## src/rtl/mmio_uart_tx.sv

```systemverilog
// rtl/mmio_uart_tx.sv - memory-mapped 8N1 UART transmitter with TX FIFO and status register
//
// Purpose: a core store to BASE_ADDR queues one byte into a DEPTH-entry FIFO;
// the TX FSM drains the FIFO and serialises each byte as 8N1 on tx. A status
// word (empty/full/active/overflow/count) is readable at BASE_ADDR+4, and a
// store of bit0=1 there clears the sticky overflow flag.
//
// Ports:
//   clk      in   system clock, rising edge
//   rst_n    in   asynchronous active-low reset
//   wr_en    in   store strobe (single cycle)
//   wr_addr  in   store byte address
//   wr_data  in   store data (lane 0 carries the payload)
//   byte_en  in   store byte lanes
//   rd_addr  in   read address, sampled every cycle
//   rd_data  out  registered status read data
//   rd_hit   out  registered, high when rd_data belongs to this block
//   tx       out  serial line, idle high
//   busy     out  FIFO non-empty or FSM not idle
module mmio_uart_tx #(
  parameter logic [31:0] BASE_ADDR    = 32'h1000_0000,
  parameter int          CLKS_PER_BIT = 16,
  parameter int          DEPTH        = 8
) (
  input  logic        clk,
  input  logic        rst_n,
  input  logic        wr_en,
  input  logic [31:0] wr_addr,
  input  logic [31:0] wr_data,
  input  logic [3:0]  byte_en,
  input  logic [31:0] rd_addr,
  output logic [31:0] rd_data,
  output logic        rd_hit,
  output logic        tx,
  output logic        busy
);

  localparam int              AW          = $clog2(DEPTH);
  localparam int              CW          = AW + 1;
  localparam logic [31:0]     STATUS_ADDR = BASE_ADDR + 32'd4;
  localparam logic [15:0]     BIT_LAST    = 16'(CLKS_PER_BIT - 1);
  localparam logic [CW-1:0]   DEPTH_CNT   = CW'(DEPTH);

  typedef enum logic [1:0] {
    S_IDLE  = 2'd0,
    S_START = 2'd1,
    S_DATA  = 2'd2,
    S_STOP  = 2'd3
  } state_e;

  state_e        state_q, state_d;
  logic [15:0]   timer_q, timer_d;
  logic [2:0]    bit_idx_q, bit_idx_d;
  logic [7:0]    shift_q, shift_d;
  logic          tx_q, tx_d;

  logic [7:0]    mem_q [DEPTH];
  logic [AW-1:0] wptr_q, rptr_q;
  logic [CW-1:0] count_q, count_d;
  logic          ovf_q, ovf_d;

  logic [31:0]   rd_data_q;
  logic          rd_hit_q;

  logic          push_req, push_ok, clr_req, pop;
  logic          empty, full, timer_end;
  logic [7:0]    head;
  logic [31:0]   status;

  // Lanes other than lane 0 carry nothing for this block.
  logic          unused_bits;
  assign unused_bits = ^{wr_data[31:8], byte_en[3:1]};

  assign push_req  = wr_en && (wr_addr == BASE_ADDR) && byte_en[0];
  assign clr_req   = wr_en && (wr_addr == STATUS_ADDR) && byte_en[0] && wr_data[0];
  assign empty     = (count_q == '0);
  assign full      = (count_q == DEPTH_CNT);
  // A full FIFO still accepts a push when the FSM frees a slot the same edge.
  assign push_ok   = push_req && (!full || pop);
  assign head      = mem_q[rptr_q];
  assign timer_end = (timer_q == BIT_LAST);

  assign status = {20'b0, 4'(count_q), 4'b0, ovf_q, (state_q != S_IDLE), full, empty};

  always_comb begin
    count_d = count_q;
    if (push_ok && !pop) begin
      count_d = count_q + 1'b1;
    end else if (pop && !push_ok) begin
      count_d = count_q - 1'b1;
    end
  end

  // Set wins over a same-cycle clear.
  always_comb begin
    ovf_d = ovf_q;
    if (clr_req) begin
      ovf_d = 1'b0;
    end
    if (push_req && !push_ok) begin
      ovf_d = 1'b1;
    end
  end

  // tx_d anticipates the next state's line level so tx changes on the same
  // edge as the state transition while still coming straight from a flop.
  always_comb begin
    state_d   = state_q;
    timer_d   = timer_q;
    bit_idx_d = bit_idx_q;
    shift_d   = shift_q;
    tx_d      = tx_q;
    pop       = 1'b0;
    unique case (state_q)
      S_IDLE: begin
        tx_d = 1'b1;
        if (!empty) begin
          pop     = 1'b1;
          shift_d = head;
          timer_d = '0;
          state_d = S_START;
          tx_d    = 1'b0;
        end
      end
      S_START: begin
        if (timer_end) begin
          timer_d   = '0;
          bit_idx_d = '0;
          state_d   = S_DATA;
          tx_d      = shift_q[0];
        end else begin
          timer_d = timer_q + 1'b1;
        end
      end
      S_DATA: begin
        if (timer_end) begin
          timer_d = '0;
          if (bit_idx_q == 3'd7) begin
            state_d = S_STOP;
            tx_d    = 1'b1;
          end else begin
            bit_idx_d = bit_idx_q + 1'b1;
            shift_d   = {1'b0, shift_q[7:1]};
            tx_d      = shift_q[1];
          end
        end else begin
          timer_d = timer_q + 1'b1;
        end
      end
      S_STOP: begin
        if (timer_end) begin
          timer_d = '0;
          if (!empty) begin
            pop     = 1'b1;
            shift_d = head;
            state_d = S_START;
            tx_d    = 1'b0;
          end else begin
            state_d = S_IDLE;
            tx_d    = 1'b1;
          end
        end else begin
          timer_d = timer_q + 1'b1;
        end
      end
      default: begin
        state_d = S_IDLE;
        tx_d    = 1'b1;
      end
    endcase
  end

  always_ff @(posedge clk or negedge rst_n) begin
    if (!rst_n) begin
      state_q   <= S_IDLE;
      timer_q   <= '0;
      bit_idx_q <= '0;
      shift_q   <= '0;
      tx_q      <= 1'b1;
      wptr_q    <= '0;
      rptr_q    <= '0;
      count_q   <= '0;
      ovf_q     <= 1'b0;
      rd_data_q <= '0;
      rd_hit_q  <= 1'b0;
    end else begin
      state_q   <= state_d;
      timer_q   <= timer_d;
      bit_idx_q <= bit_idx_d;
      shift_q   <= shift_d;
      tx_q      <= tx_d;
      count_q   <= count_d;
      ovf_q     <= ovf_d;
      if (push_ok) begin
        wptr_q <= wptr_q + 1'b1;
      end
      if (pop) begin
        rptr_q <= rptr_q + 1'b1;
      end
      rd_hit_q  <= (rd_addr == STATUS_ADDR);
      rd_data_q <= (rd_addr == STATUS_ADDR) ? status : 32'h0;
    end
  end

  // Storage needs no reset: the pointers and count define what is valid.
  always_ff @(posedge clk) begin
    if (push_ok) begin
      mem_q[wptr_q] <= wr_data[7:0];
    end
  end

  assign tx      = tx_q;
  assign busy    = !empty || (state_q != S_IDLE);
  assign rd_data = rd_data_q;
  assign rd_hit  = rd_hit_q;

endmodule

```

## config.mk

```make
export PLATFORM = sky130hd
export DESIGN_NAME = mmio_uart_tx
export DESIGN_NICKNAME = d
export VERILOG_FILES = /design/src/rtl/mmio_uart_tx.sv
export SDC_FILE = /design/constraint.sdc
export NUM_CORES = 1
export LEC_CHECK = 0
export CORE_AREA = 2 2 104 106
export CTS_CLUSTER_DIAMETER = 40
export CTS_CLUSTER_SIZE = 30
export DETAILED_ROUTE_END_ITERATION = 10
export DIE_AREA = 0 0 106 108
export GPL_TIMING_DRIVEN = 0
export HOLD_SLACK_MARGIN = 0.02
export MAX_ROUTING_LAYER = met4
export PLACE_DENSITY_LB_ADDON = 0.2
export SKIP_LAST_GASP = 1
export SLEW_MARGIN = 25
export SYNTH_ARGS = -nofsm -noshare
export SYNTH_HDL_FRONTEND = slang
export SYNTH_SLANG_ARGS = --single-unit
```

## constraint.sdc

```tcl
create_clock -name clk -period 5.7 [get_ports clk]
set_clock_uncertainty 0.05 [all_clocks]
set_input_delay 1.14 -clock clk [delete_from_list [all_inputs] [get_ports clk]]
set_output_delay 1.14 -clock clk [all_outputs]
set_load 0.01 [all_outputs]
```

==> run metrics <==
DIE WIDTH 106 um; Async S/R FF share, synth 43.86%; fmax 0.2456 GHz; Leak 2.701 nW; post-synth top area share 35.62%; Worst Setup Start Kind input port; Synth cell types 50; CP Launch Point wr_addr[19]; largest net degree at the start of global routing 51; Min Hold Slack 460.5 ps; R2R setup slack 2100 ps; Mean Syn Cell Area 13.42 sq um; Crit Path Max Fanout 10; Fin Setup TNS 0 ps; Initial Util 52.73%; die area 11450 sq um; HP Start shift_q[7]; synthesized instance count 402; Clock Latency Late Sink 530 ps; I/O pins 138; worst r2r src state_q[0]; final worst path period need 4072 ps; Slew HR 38.93%; post-route ant nets 0; Pre-Repair DR Iteration Count 4; CTS Hold Bufs 0; number of CTS-inserted buffers 17; initial antenna violation count 0; clock sink total 114; final hold violation count 0; count leader, synth edfxtp_1; Synth top cells by count 64 x edfxtp_1, 49 x dfrtp_1, 25 x nand2_1, 25 x o21ai_0, 24 x buf_4; H-tree depth 4; Synth warnings 0; #FFs+latches synth 114; global-route wire length before repair 19200 um; initial DRC count 240; Total GRT Usage 22.91%; Cell Count, Final, Fillers Out 680; Post-synth EDFFs 64; Main synth FF type edfxtp_1; total gr overflow 0; critical path arrival 4430 ps; vias in the first global route 3930; PortBufs 86; Synth area leaders edfxtp_1 36%, dfrtp_1 23%, mux4_2 6.7%; n_diodes 0; DP Wirelength 8200 um; Max clock buf depth 2; synthesized area 5395 sq um; Clock Pin Slew Worst Setup and Hold Paths 60 ps; maxcap violations 0; # Post-CTS Setup Buffers 0; number of nets in the final layout 649; row cnt 37; WL/cell 17.16 um; Via Count 3783; layout cells sized above 1 19.49%; WP data required 6060 ps; # fillers 715; post-synthesis sequential area ratio 58.84%; Max VDD drop 0.2425 mV; period utilization 71.43%; Remaining DRCs 0; Power Dens Cells 277.3 nW/um^2; final WL 11670 um; CP Capture Type flop; Synth area leader edfxtp_1; CTS tree done; max-slew violation count 0; Placed Cells 649; final setup fails 0; routability cong. 0.8496; PostCTS Resize Cnt 0; Crit Path Class input port to flop; Worst Tran Pin Value 911.1 ps; Hold Path Class flop to flop; status finished, final reports clean; RSZ-0062 raised after global routing no; Die Y 108 um; vias per cell 5.563; Core ar. 10230 sq um; root buf cell clkbuf_8; Area growth syn-to-layout 32.35%
through the flow:
step                instance area [sq um]  utilization, %  power (W)  setup slack [ps]
finish                               7141           69.79   0.001980              1628
global route                         7141           69.79   0.002041              1433
CTS                                  7126           69.65   0.001994              1614
detailed placement                   6558           64.09  0.0009763              1089
global placement                     6513           63.65  0.0009737             730.5
floorplan                            5482               -  0.0009115              1808
placed cells by master (no fill, tap or decap), drive strengths merged, types with 6 or more instances in the layout:
master / netlist / final
nand4: 7 / 7
conb: 1 / 24
mux2i: 8 / 8
nand3: 6 / 6
o21ai: 25 / 25
buf: 30 / 33
mux4: 16 / 16
clkdlybuf4s50: 0 / 85
nor3: 14 / 14
dfrtp: 49 / 49
edfxtp: 64 / 64
xnor2: 7 / 7
nand2: 25 / 25
nor4: 20 / 20
clkbuf: 7 / 24
mux2: 13 / 13
nor2: 17 / 17
inv: 12 / 17
a22o: 11 / 11
ha: 13 / 13
nor4b: 7 / 7
a211oi: 6 / 6
flip-flops by register name, indices dropped and copies added (netlist names):
signal     flops
bit_idx_q      3
wptr_q         3
timer_q       16
state_q        2
tx             1
count_q        4
shift_q        8
rptr_q         3
ovf_q          1
rd_hit         1
mem_q         64
rd_data        8
worst max-delay path, stage by stage:
cell,delay [ps]
clkdlybuf4s50_1,420
nor4b_2,270
nand4_1,140
or4_1,570
or3_4,360
buf_6,170
inv_1,80
ha_1,200
inv_1,100
ha_1,280
a21o_1,180
a21oi_1,180
xnor2_1,140
nor2_1,70
xor2_1,150
logic make-up after synthesis:
family,synth area share [%]
adders and majority gates,3.386
xor gates and xnor gates,1.461
buffers and inverters,5.288
DFF,58.84
and+or+nand+nor,12.55
AOI/OAI and AO/OA,7.537
other,0.06951
muxes,10.88
metal layers:
metal  vias up  track usage, %  share of wire (%)
met1      1861           27.06                 41
met2       150           38.76                 52
met3        14           5.907                5.9
met4         0           7.613                1.1
li1       1758               -                  -
met5         -               -                  0
worst paths after layout:
kind                               to  cells past startpoint
max                        count_q[3]                     15
min                        shift_q[7]                      1
max reg2reg                count_q[3]                     15
min reg2reg                shift_q[7]                      1
max in group asynchronous  shift_q[3]                      1
min in group asynchronous  timer_q[1]                      1
power breakdown:
| part | internal (W) | switching [W] |
|---|---|---|
| clock network | 0.000624 | 0.000396 |
| logic | 0.0000572 | 0.0000297 |
| registers | 0.000873 | 0.000000000000292 |
final cells by class:
type / instances / area, sq um / area share (%)
Inverter: 12 / 45.04 / 0.6308
Multi-Input combinational cell: 262 / 2069 / 28.98
Tap cell: 136 / 170.2 / 2.383
Clock buffer: 17 / 414.1 / 5.800
Timing Repair Buffer: 88 / 873.3 / 12.23
Clock inverter: 14 / 153.9 / 2.155
Buffer: 37 / 240.2 / 3.364
Sequential cell: 114 / 3174 / 44.45
Note: power is estimated with default switching activity, not from simulation.
